File: src/rtl/wave_dds_ctrl.sv
// Waveform DDS controller: phase accumulator driving a 4-wave x 4096-entry ROM address,
// with waveform changes deferred to the accumulator wrap so each period completes cleanly.
module wave_dds_ctrl #(
    parameter logic [31:0] FREQ_CTRL  = 32'd42950,
    parameter logic [11:0] PHASE_CTRL = 12'd1024
) (
    input  logic        sys_clk,
    input  logic        sys_rst_n,
    input  logic [3:0]  wave_select,
    output logic [13:0] rom_addr,
    output logic [1:0]  wave_idx,
    output logic        out_valid,
    output logic        switch_pend
);

    typedef enum logic [1:0] {StIdle, StRun, StSwitch} state_e;

    state_e      state_q, state_d;
    logic [31:0] acc_q, acc_d;
    logic [13:0] rom_addr_q, rom_addr_d;
    logic [1:0]  wave_idx_q, wave_idx_d;
    logic [1:0]  pend_idx_q, pend_idx_d;
    logic        out_valid_q, out_valid_d;
    logic        switch_pend_q, switch_pend_d;

    logic        sel_zero;
    logic        sel_valid;
    logic [1:0]  sel_idx;
    logic        wrap;
    logic [31:0] acc_sum;

    always_comb begin
        sel_zero  = (wave_select == 4'b0000);
        sel_valid = 1'b1;
        sel_idx   = 2'd0;
        case (wave_select)
            4'b0001: sel_idx = 2'd0;
            4'b0010: sel_idx = 2'd1;
            4'b0100: sel_idx = 2'd2;
            4'b1000: sel_idx = 2'd3;
            default: sel_valid = 1'b0;
        endcase
    end

    // Wrap is the carry out of the accumulator addition.
    assign {wrap, acc_sum} = {1'b0, acc_q} + {1'b0, FREQ_CTRL};

    always_comb begin
        state_d       = state_q;
        acc_d         = acc_q;
        rom_addr_d    = rom_addr_q;
        wave_idx_d    = wave_idx_q;
        pend_idx_d    = pend_idx_q;
        out_valid_d   = out_valid_q;
        switch_pend_d = switch_pend_q;

        case (state_q)
            StIdle: begin
                acc_d         = 32'd0;
                rom_addr_d    = 14'd0;
                out_valid_d   = 1'b0;
                switch_pend_d = 1'b0;
                if (sel_valid) begin
                    wave_idx_d  = sel_idx;
                    rom_addr_d  = {sel_idx, PHASE_CTRL};
                    out_valid_d = 1'b1;
                    state_d     = StRun;
                end
            end
            StRun, StSwitch: begin
                if (sel_zero) begin
                    // Stop wins over a simultaneous wrap; wave_idx is kept.
                    state_d       = StIdle;
                    acc_d         = 32'd0;
                    rom_addr_d    = 14'd0;
                    out_valid_d   = 1'b0;
                    switch_pend_d = 1'b0;
                end else begin
                    acc_d       = acc_sum;
                    out_valid_d = 1'b1;
                    if (state_q == StRun) begin
                        if (sel_valid && (sel_idx != wave_idx_q)) begin
                            pend_idx_d    = sel_idx;
                            switch_pend_d = 1'b1;
                            state_d       = StSwitch;
                        end
                    end else if (wrap) begin
                        wave_idx_d    = pend_idx_q;
                        switch_pend_d = 1'b0;
                        state_d       = StRun;
                        // A differing request on the wrap cycle becomes a fresh pending change.
                        if (sel_valid && (sel_idx != pend_idx_q)) begin
                            pend_idx_d    = sel_idx;
                            switch_pend_d = 1'b1;
                            state_d       = StSwitch;
                        end
                    end else if (sel_valid) begin
                        if (sel_idx == wave_idx_q) begin
                            switch_pend_d = 1'b0;
                            state_d       = StRun;
                        end else begin
                            pend_idx_d = sel_idx;
                        end
                    end
                    rom_addr_d = {wave_idx_d, acc_sum[31:20] + PHASE_CTRL};
                end
            end
            default: state_d = StIdle;
        endcase
    end

    always_ff @(posedge sys_clk or negedge sys_rst_n) begin
        if (!sys_rst_n) begin
            state_q       <= StIdle;
            acc_q         <= 32'd0;
            rom_addr_q    <= 14'd0;
            wave_idx_q    <= 2'd0;
            pend_idx_q    <= 2'd0;
            out_valid_q   <= 1'b0;
            switch_pend_q <= 1'b0;
        end else begin
            state_q       <= state_d;
            acc_q         <= acc_d;
            rom_addr_q    <= rom_addr_d;
            wave_idx_q    <= wave_idx_d;
            pend_idx_q    <= pend_idx_d;
            out_valid_q   <= out_valid_d;
            switch_pend_q <= switch_pend_d;
        end
    end

    assign rom_addr    = rom_addr_q;
    assign wave_idx    = wave_idx_q;
    assign out_valid   = out_valid_q;
    assign switch_pend = switch_pend_q;

endmodule

File: config.mk
export PLATFORM = sky130hd
export DESIGN_NAME = wave_dds_ctrl
export DESIGN_NICKNAME = d
export VERILOG_FILES = /design/src/rtl/wave_dds_ctrl.sv
export SDC_FILE = /design/constraint.sdc
export NUM_CORES = 1
export LEC_CHECK = 0
export CELL_PAD_IN_SITES_DETAIL_PLACEMENT = 0
export CELL_PAD_IN_SITES_GLOBAL_PLACEMENT = 1
export CORE_ASPECT_RATIO = 2
export CORE_MARGIN = 3
export CORE_UTILIZATION = 47
export DETAILED_ROUTE_END_ITERATION = 8
export MAX_ROUTING_LAYER = met4
export PLACE_DENSITY = 0.9
export SLEW_MARGIN = 20
export SYNTH_ARGS = -nofsm -noshare
export SYNTH_HDL_FRONTEND = slang
export SYNTH_SLANG_ARGS = --single-unit
File: constraint.sdc
create_clock -name sys_clk -period 5.35 [get_ports sys_clk]
set_input_delay 1.07 -clock sys_clk [delete_from_list [all_inputs] [get_ports sys_clk]]
set_output_delay 1.07 -clock sys_clk [all_outputs]
set_load 0.03 [all_outputs]
=== After elaboration in Yosys (flattened, before gate mapping) ===
Cells that the tools add are included.
Widths: inputs -> output; s select.

* Register bits: 54
* Bits of input ports: 6
* Logic and storage cells: 77

* $add $sub $neg: 2
* Equality and inequality tests: 17
* Mux-type cells: 38
* Bitwise logic cells: 1
* Reductions and logical operators: 12

{| class="wikitable"
|+ Operator list
! cell !! number
|-
| $pmux 32 s2 || 1
|-
| $mux 2 || 18
|-
| $add 32x16->33 const B || 1
|-
| $mux 32 || 1
|-
| $mux 14 || 2
|-
| $pmux 14 s2 || 1
|-
| $add 12x11->12 const B || 1
|-
| $mux 1 || 10
|-
| $ne 5x5->1 const B || 2
|-
| $pmux 2 s2 || 2
|-
| $reduce_and 4->1 || 2
|-
| $pmux 2 s3 || 1
|-
| $reduce_and 6->1 || 1
|-
| $eq 4x1->1 const B || 1
|-
| $eq 4x2->1 const B || 1
|-
| $eq 4x3->1 const B || 1
|-
| $eq 4x4->1 const B || 1
|-
| $logic_not 4->1 || 1
|-
| $ne 2x2->1 || 2
|-
| $ne 2x2->1 const B || 2
|-
| $ne 4x4->1 const B || 1
|-
| $pmux 1 s2 || 2
|-
| $reduce_or 4->1 || 1
|-
| $ne 3x1->1 const B || 1
|-
| other kinds (12) || 13
|}

=== Depth between registers and ports, before layout ===
Gate-level depths: netlist of the first run.

* Depth in word-level cells: 9
* Mapped depth: 8
* Mapped depth without buffers: 8

=== Worst setup path after synthesis of the first run ===
No wires, ideal clock.

* Path type: input port to flip-flop
* From: input wave_select[1]
* To: register state_q[1]
* Data arrival time: 2.657 ns
* Required time: 5.225 ns
* Setup slack: 2.568 ns
* Stages: 7
* Path buffers: 1
* Cell sequence: buf_2 > or4b_1 > a21oi_1 > a211oi_1 > and3_1 > a211o_2 > mux2_4

* Cells in the longest elaborated chain, start to end: 9

{| class="wikitable"
|+ Ends and longest elaborated chain
! what !! line !! RTL
|-
| start, declared || 9 || <nowiki>input logic [3:0] wave_select,</nowiki>
|-
| $eq 4x4->1, or another cell as far along || 36 || <nowiki>case (wave_select)</nowiki>
|-
| $pmux 2 s3 / $reduce_or 4->1 (equally long branches) || -- ||
|-
| $ne 2x2->1 / $mux 1 (equally long branches) || 92, 36 ||
|-
| $logic_and 1x1->1 || 92 || <nowiki>if (sel_valid && (sel_idx != pend_idx_q)) begin</nowiki>
|-
| $mux 2 || 92 ||
|-
| $mux 2 || 87 || <nowiki>end else if (wrap) begin</nowiki>
|-
| $mux 2 || 81 || <nowiki>if (state_q == StRun) begin</nowiki>
|-
| $mux 2 || 71 || <nowiki>if (sel_zero) begin</nowiki>
|-
| $pmux 2 s2 || 57 || <nowiki>case (state_q)</nowiki>
|-
| end signal, assigned || 114 || <nowiki>state_q <= StIdle;</nowiki>
|-
| end signal, assigned || 122 || <nowiki>state_q <= state_d;</nowiki>
|-
| end, declared || 18 || <nowiki>state_e state_q, state_d;</nowiki>
|}

Parallel ways exist; a longest one is shown, timed or not.
A chain may end at the register's enable or synchronous reset.

=== Final worst setup path of the first run ===
* From: input wave_select[3]
* To: register state_q[1]

Same word-level chain as after synthesis.

==> results.cfg, run 1 <==
[outcome]
status = completed

[placed_design]
port-buffer-count = 23
placedInstanceArea_um2 = 3040
hpwl_mm = 4.67
weighted_congestion_reported_at_the_end_of_routability_driven_placement = 0.890
pre_cts_slack_ps = 1750

[timing]
period_share_pct = 59.6
tightestPinTransition_ps = 971
smallest_hold_slack_ps = 508
slew_violations = 0
final-setup-viol-count = 0
final_hold_viol_count = 0
max_slew_margin_pct = 35.3
fin_ws_ps = 2160
fin_crit_ps = 3190
grt_setup_unrepaired = false
max_freq_mhz = 314
finClkSkew_ps = 8.34
fin_tns_setup_ps = 0

[layout]
final_area_um2 = 3220
fin_nets = 345
layout-drive-gt1-share_pct = 8.63
area.growth.synth_to_final_pct = 11.9
num_antenna_cells = 0

[worst_setup_path]
end_kind = register
regToRegStartpoint = rom_addr[1]
worst-endpoint-required_ps = 5530
worst-r2r-cell-count = 5
crit_path_max_fanout = 12
critical_path_class = in2reg
startpoint = wave_select[3]
r2r_end = rom_addr[11]
startpoint_type = primary input
r2r_setup_slack_ps = 2940
endpoint = state_q[1]
critPathArrivalTime_ps = 3370

[synthesis]
synthesis.area_per_instance_um2 = 8.69
count_of_mapped_cells_out_of_synthesis = 331
post_synthesis_sequential_area_ratio_pct = 37.4
netlist_area_um2 = 2880
ys_ff_latch = 43
synth_top_flop_cell = sky130_fd_sc_hd__dfrtp_1
synth_enable_flop_cells = 0
mappedNetlistNets = 341
ys_types = 63
ys_async_sr_fraction_pct = 100
yosys_warnings = 0

[floorplan]
core_area_um2 = 5810
die-width_um = 61.3
placement_rows = 39
i_o_pin_total = 24
start_util_pct = 49.5
die_y_um = 117
die_area_um2 = 7150

[detailed_routing]
first_pass_iters = 4
drt.antenna.violating_nets = 0
first_iter_violations = 126
remaining_drc_errors = 0
drt_wl_total_mm = 6.67
route.vias.total = 2530
via_per_inst = 6.37
routedWlPerCell_um = 16.8

[clocking]
clock_root_buffer = sky130_fd_sc_hd__clkbuf_16
clock_sinks = 43
htree_levels = 2
cts.repair_timing.setup_buffer_count = 0
worst_skew_pair_latency_ps = 290
tritoncts = yes
path_clk_slew_ps = 60
ctsHoldBuffers = 0
cts.path.max_buffers = 2
ctsResizeCount = 0
tritoncts.num_buffers = 5

[worst_hold_path]
worst_hold_path_type = reg2reg
min_delay_path_depth = 2

[global_routing]
grt_start_max_net_pins = 44
vias_in_the_first_global_route = 2412
grt_pass1_wl_mm = 11.4
grt_antenna_before_repair = 0
grt_util_all_layers_pct = 21.5
globalRouteOverflowTotal = 0

[power_and_ir_drop]
leakagePower_nw = 1.29
worst_ir_drop_vdd_uv = 341
power.density_cell_area_nw_per_um2 = 542

[job]
timing.max_cap.violations = 0
-- stage by stage --
| step | total power, W | cells | utilization [%] |
|---|---|---|---|
| 2_1_floorplan | 0.00115 | 331 | - |
| 3_3_place_gp | 0.00137 | 389 | 52.4 |
| 3_5_place_dp | 0.00138 | 389 | 52.4 |
| 4_1_cts | 0.00174 | 397 | 55.4 |
| 5_1_grt | 0.00187 | 397 | 55.4 |
| 6_report | 0.00174 | 397 | 55.4 |
-- worst min-delay path by stage --
stage	start	end	slack [ps]
6_report	switch_pend	switch_pend	510
3_5_place_dp	rom_addr[10]	rom_addr[10]	490
3_3_place_gp	switch_pend	switch_pend	490
2_1_floorplan	rom_addr[2]	rom_addr[2]	470
5_1_grt	switch_pend	switch_pend	540
4_1_cts	rom_addr[10]	rom_addr[10]	510
-- metal layers --
metal  part of all wire, %  vias up  GRT usage (%)  wire length (µm)
met4                   3.3        0           11.4               223
met1                    41     1231           25.3              2740
li1                      -     1212              -                 -
met3                   3.8       19           3.10               252
met2                    52       68           34.5              3460
met5                     0        -              -                 0
-- registers in the layout, indices dropped and copies added (netlist names) --
name,count
acc_q,21
rom_addr,14
pend_idx_q,2
state_q,2
wave_idx,2
out_valid,1
switch_pend,1
-- report_power, final --
part / switching (W) / leakage [nW] / internal [W]
Sequential: 0.000119 / 0.568 / 0.000414
Combinational: 0.000526 / 0.637 / 0.000322
Clock: 0.000130 / 0.0868 / 0.000232
Total: 0.000775 / 1.29 / 0.000968
-- synth_stat cells (all sizes together), types with 2 or more instances --
master / number / area share [%]
or4b: 2 / 0.70
nand4: 9 / 2.0
mux2i: 7 / 2.4
a31oi: 7 / 1.5
o22ai: 2 / 0.44
nor4b: 2 / 1.3
a22o: 3 / 0.91
clkbuf: 12 / 1.6
buf: 16 / 3.7
mux2: 2 / 0.91
or3b: 2 / 0.61
xnor2: 6 / 1.8
or2: 4 / 0.87
nand3: 7 / 1.4
a211o: 4 / 1.3
nor4: 7 / 2.8
a21o: 2 / 0.52
and4b: 2 / 0.70
xor2: 5 / 1.5
a21oi: 15 / 2.7
and3: 4 / 0.87
a211oi: 2 / 0.52
o2111ai: 2 / 0.83
ha: 4 / 1.7
dfrtp: 43 / 37
nand2: 30 / 3.9
nor3: 13 / 2.3
and2: 3 / 0.65
inv: 10 / 1.3
o31ai: 11 / 3.4
o21ai: 42 / 7.3
nand2b: 5 / 1.1
nor2: 29 / 3.9
-- kinds of logic after synthesis --
group	synth area share, %
fa+ha+maj	1.74
simple gates	24.7
xor+xnor	3.35
flops	37.4
buf+inv	6.53
mux	3.35
compound gates	22.9
-- layout make-up --
type,count,area (µm²)
clock buffer,6,139
sequential,43,1080
fill,515,2590
inverter,10,37.5
tap,61,76.3
timing repair buffer,25,240
multi-input combinational,250,1610
clock inverter,2,35.0
-- layout by cell type (no fill, tap or decap), types with 7 or more instances in the layout --
master and count:
sky130_fd_sc_hd__a21oi_1 14, sky130_fd_sc_hd__a31oi_1 7, sky130_fd_sc_hd__clkdlybuf4s50_1 22, sky130_fd_sc_hd__dfrtp_1 43, sky130_fd_sc_hd__inv_1 10, sky130_fd_sc_hd__mux2i_1 7
sky130_fd_sc_hd__nand2_1 30, sky130_fd_sc_hd__nand4_1 9, sky130_fd_sc_hd__nor2_1 27, sky130_fd_sc_hd__nor3_1 13, sky130_fd_sc_hd__o21ai_0 41, sky130_fd_sc_hd__o31ai_1 10
-- critical path, stage by stage --
cell and delay (ps):
sky130_fd_sc_hd__clkdlybuf4s50_1 620, sky130_fd_sc_hd__or4b_1 610, sky130_fd_sc_hd__a21oi_1 150, sky130_fd_sc_hd__a211oi_1 70, sky130_fd_sc_hd__and3_1 230, sky130_fd_sc_hd__a211o_2 310, sky130_fd_sc_hd__mux2_4 300
(Power assumes the default switching activity.)
==> run 2, diff against run 1 <==
Settings changed: CORE_UTILIZATION 47 to 40, PLACE_DENSITY 0.9 to 0.82.
Clock period 5.35 ns to 2.85 ns, I/O delays scaled along.
==> results.cfg, run 2 (synthesized netlist as in run 1, its figures left out) <==
[outcome]
status = completed

[timing]
grt_setup_unrepaired = false
finClkSkew_ps = 6.60
max_freq_mhz = 392
fin_crit_ps = 2550
fin_ws_ps = 301
max_slew_margin_pct = 39.1
tightestPinTransition_ps = 907
slew_violations = 0
period_share_pct = 89.4
final-setup-viol-count = 0
fin_tns_setup_ps = 0
final_hold_viol_count = 0

[detailed_routing]
route.vias.total = 2551
remaining_drc_errors = 0
first_pass_iters = 4
drt_wl_total_mm = 7.29
drt.antenna.violating_nets = 0
routedWlPerCell_um = 16.6
via_per_inst = 5.82
first_iter_violations = 125

[clocking]
clock_sinks = 43
cts.repair_timing.setup_buffer_count = 0
tritoncts = yes
path_clk_slew_ps = 60
worst_skew_pair_latency_ps = 290
htree_levels = 2
tritoncts.num_buffers = 5
clock_root_buffer = sky130_fd_sc_hd__clkbuf_16
ctsHoldBuffers = 0
ctsResizeCount = 0
cts.path.max_buffers = 2

[floorplan]
i_o_pin_total = 24
die-width_um = 66.0
placement_rows = 43
die_area_um2 = 8300
die_y_um = 126
start_util_pct = 41.4
core_area_um2 = 6940

[global_routing]
grt_pass1_wl_mm = 12.6
vias_in_the_first_global_route = 2530
grt_util_all_layers_pct = 19.9
grt_antenna_before_repair = 0
grt_start_max_net_pins = 44
globalRouteOverflowTotal = 0

[layout]
registers.top_by_ff_count = acc_q
layout-drive-gt1-share_pct = 10.9
layout_commonest_cell = sky130_fd_sc_hd__dfrtp_1
num_antenna_cells = 0
final_area_um2 = 3330
fin_nets = 357
layout_common_cells = 43 x sky130_fd_sc_hd__dfrtp_1, 41 x sky130_fd_sc_hd__o21ai_0, 30 x sky130_fd_sc_hd__nand2_1
largest_register_ffs = 21
area.growth.synth_to_final_pct = 15.8

[worst_hold_path]
worst_hold_path_type = in2async

[placed_design]
port-buffer-count = 23
hpwl_mm = 5.24
placedInstanceArea_um2 = 3170
weighted_congestion_reported_at_the_end_of_routability_driven_placement = 0.937
pre_cts_slack_ps = 22.2

[power_and_ir_drop]
worst_ir_drop_vdd_uv = 550
power.density_cell_area_nw_per_um2 = 1000
leakagePower_nw = 1.34

[worst_setup_path]
critical_path_class = in2reg
critPathArrivalTime_ps = 2710
startpoint_type = primary input
crit_path_max_fanout = 8
end_kind = register
worst-endpoint-required_ps = 3010

[job]
timing.max_cap.violations = 0
-- run 2: cell count changes in the layout (fill, tap and decap cells not counted) --
cell and delta:
sky130_fd_sc_hd__buf_12 +2, sky130_fd_sc_hd__buf_4 +10, sky130_fd_sc_hd__bufinv_16 -1, sky130_fd_sc_hd__clkbuf_1 +2, sky130_fd_sc_hd__clkbuf_8 -1, sky130_fd_sc_hd__nor2_1 +1
sky130_fd_sc_hd__nor2_2 -1
-- run 2: metal layers --
layer | up-vias | wire, µm | part of all wire (%) | GRT usage, %
li1 | 1233 | - | - | -
met1 | 1241 | 2860 | 39 | 23.6
met2 | 66 | 4040 | 55 | 34.2
met3 | 11 | 256 | 3.5 | 2.77
met4 | 0 | 125 | 1.7 | 6.35
met5 | - | 0 | 0 | -
-- run 2: layout make-up --
type	instances	area (µm²)
sequential	43	1080
inverter	10	37.5
fill	657	3610
clock buffer	7	133
clock inverter	1	5.00
tap	90	113
multi-input combinational	250	1610
timing repair buffer	37	355
-- run 2: critical path: stages --
cell and delay [ps]:
sky130_fd_sc_hd__clkdlybuf4s50_1 510, sky130_fd_sc_hd__or4b_1 590, sky130_fd_sc_hd__o211a_1 200, sky130_fd_sc_hd__a22o_1 280, sky130_fd_sc_hd__and2_1 170, sky130_fd_sc_hd__a311oi_1 260
sky130_fd_sc_hd__o21ai_0 120
-- run 2: stage by stage --
step	util (%)	hold WS [ps]	cells	total power (W)
final	48.0	165	438	0.00333
after global routing	48.0	176	438	0.00360
after CTS	47.7	485	437	0.00335
after detailed placement	45.7	497	429	0.00278
after global placement	45.7	495	429	0.00274
after floorplan	-	274	331	0.00215
-- run 2: power breakdown --
group          switching, W  internal [W]
clock              0.000237      0.000324
combinational       0.00104      0.000730
sequential         0.000226      0.000777
total               0.00150       0.00183
-- run 2: path summary, 6_finish.rpt --
path	start	to	slack, ps	cells after the start
max reg2reg	acc_q[5]	rom_addr[11]	400	5
min	sys_rst_n	rom_addr[2]	160	1
min in group sys_clk	rom_addr[12]	rom_addr[12]	510	2
max	wave_select[2]	wave_idx[0]	300	7
max in group asynchronous	sys_rst_n	rom_addr[12]	2210	2
min reg2reg	rom_addr[12]	rom_addr[12]	510	2
==> run 3, diff against run 2 <==
Settings changed: RECOVER_POWER set to 100.
==> results.cfg, run 3 (synthesized netlist as in run 1, its figures left out) <==
[outcome]
status = finished with violations
violations = capacitance limit, slew limit

[worst_setup_path]
startpoint_type = primary input
worst-r2r-cell-count = 5
critical_path_class = in2reg
regToRegStartpoint = acc_q[5]
critPathArrivalTime_ps = 2830
worst_path_largest_cell_delay_ps = 590
worst-endpoint-required_ps = 3020
r2r_end = rom_addr[11]
crit_path_max_fanout = 5
end_kind = register
timing.critical_path.slowest_stage_cell = sky130_fd_sc_hd__dlygate4sd3_1
endpoint = state_q[1]
r2r_setup_slack_ps = 410
startpoint = wave_select[0]
worstPathCellList = dlygate4sd3_1 -> buf_4 -> or2_0 -> o31a_1 -> and3_1 -> a211o_2 -> mux2_1

[placed_design]
weighted_congestion_reported_at_the_end_of_routability_driven_placement = 0.937
hpwl_mm = 5.24
post-place-cells = 429
port-buffer-count = 23

[floorplan]
i_o_pin_total = 24
start_util_pct = 41.4
core_area_um2 = 6940
placement_rows = 43
die_y_um = 126
die_area_um2 = 8300
die-width_um = 66.0

[timing]
slew_violations = 32
finClkSkew_ps = 7.05
period_share_pct = 93.3
smallest_hold_slack_ps = 283
max_slew_margin_pct = -17.6
fin_crit_ps = 2660
max_freq_mhz = 376
grt_setup_unrepaired = false
tightestPinTransition_ps = 1760
final-setup-viol-count = 0
final_hold_viol_count = 0
fin_tns_setup_ps = 0

[global_routing]
grt_util_all_layers_pct = 19.9
vias_in_the_first_global_route = 2530
grt_antenna_before_repair = 0
globalRouteOverflowTotal = 0
grt_pass1_wl_mm = 12.6
grt_start_max_net_pins = 44

[job]
timing.max_cap.violations = 1

[layout]
layout_common_cells = 43 x sky130_fd_sc_hd__dfrtp_1, 42 x sky130_fd_sc_hd__o21ai_0, 30 x sky130_fd_sc_hd__nand2_1
registers.top_by_ff_count = acc_q
largest_register_ffs = 21
layout-drive-gt1-share_pct = 9.48
area.growth.synth_to_final_pct = 14.5
layout_commonest_cell = sky130_fd_sc_hd__dfrtp_1
fin_nets = 357
num_antenna_cells = 0
layoutNonFillerInstCount = 438
fillers = 669

[clocking]
worst_skew_pair_latency_ps = 290
tritoncts.num_buffers = 5
cts.repair_timing.setup_buffer_count = 0
ctsResizeCount = 0
path_clk_slew_ps = 60
ctsHoldBuffers = 0
tritoncts = yes
clock_sinks = 43
htree_levels = 2
cts.path.max_buffers = 2
clock_root_buffer = sky130_fd_sc_hd__clkbuf_16

[detailed_routing]
wl_met1_mm = 2.91
via_per_inst = 5.84
drt.antenna.violating_nets = 0
first_iter_violations = 117
routed-wl-met3_um = 267
route.vias.total = 2558
highest-signal-layer = met4
drt_wl_total_mm = 7.32
first_pass_iters = 5
routedWlPerCell_um = 16.7
met2RoutedLength_mm = 4.02
remaining_drc_errors = 0

[power_and_ir_drop]
leakagePower_nw = 1.36
power.density_cell_area_nw_per_um2 = 992
worst_ir_drop_vdd_uv = 536
report.power.total_w = 0.00327

[worst_hold_path]
worst_hold_path_type = in2async
run 3: changes by cell type in the layout (fill, tap and decap cells not counted), sizes merged:
cell,delta
dlygate4sd3,+19
clkdlybuf4s50,-19
buf,-4
clkbuf,+4
run 3: critical path: cells and delay by family:
family / cells / cell delay, ps
AO/OA/AOI/OAI: 2 / 650
buffers and inverters: 2 / 750
multiplexers: 1 / 310
AND/OR/NAND/NOR: 2 / 550
run 3: stage by stage:
step | cell area [µm²] | worst slack, ps | util [%]
floorplan | 2880 | 568 | -
global placement | 3170 | 60.4 | 45.7
detailed placement | 3170 | 22.2 | 45.7
CTS | 3310 | 330 | 47.7
global route | 3290 | 54.7 | 47.4
finish | 3290 | 190 | 47.4
run 3: per-layer routing:
layer | up-vias | GRT usage, %
met5 | - | -
met2 | 70 | 34.2
met1 | 1243 | 23.6
met4 | 0 | 6.35
met3 | 11 | 2.77
li1 | 1234 | -
run 3: cell type report:
class / count / area, µm² / share of cell area [%]
multi-input combinational: 250 / 1600 / 48.6
timing repair buffer: 37 / 330 / 10.0
clock inverter: 1 / 5.00 / 0.152
clock buffer: 7 / 133 / 4.03
inverter: 10 / 37.5 / 1.14
sequential: 43 / 1080 / 32.7
tap: 90 / 113 / 3.42
run 3: worst min path at each step:
stage | from | to
after CTS | sys_rst_n | rom_addr[0]
after global routing | sys_rst_n | rom_addr[0]
after detailed placement | rom_addr[12] | rom_addr[12]
after floorplan | sys_rst_n | acc_q[10]
final | sys_rst_n | rom_addr[0]
after global placement | rom_addr[12] | rom_addr[12]
run 3: power breakdown:
| part | switching, W | total [W] | internal, W | leakage (nW) |
|---|---|---|---|---|
| registers | 0.000222 | 0.000999 | 0.000777 | 0.568 |
| logic | 0.00103 | 0.00170 | 0.000675 | 0.727 |
| clock network | 0.000240 | 0.000564 | 0.000324 | 0.0679 |
| total | 0.00149 | 0.00327 | 0.00178 | 1.36 |
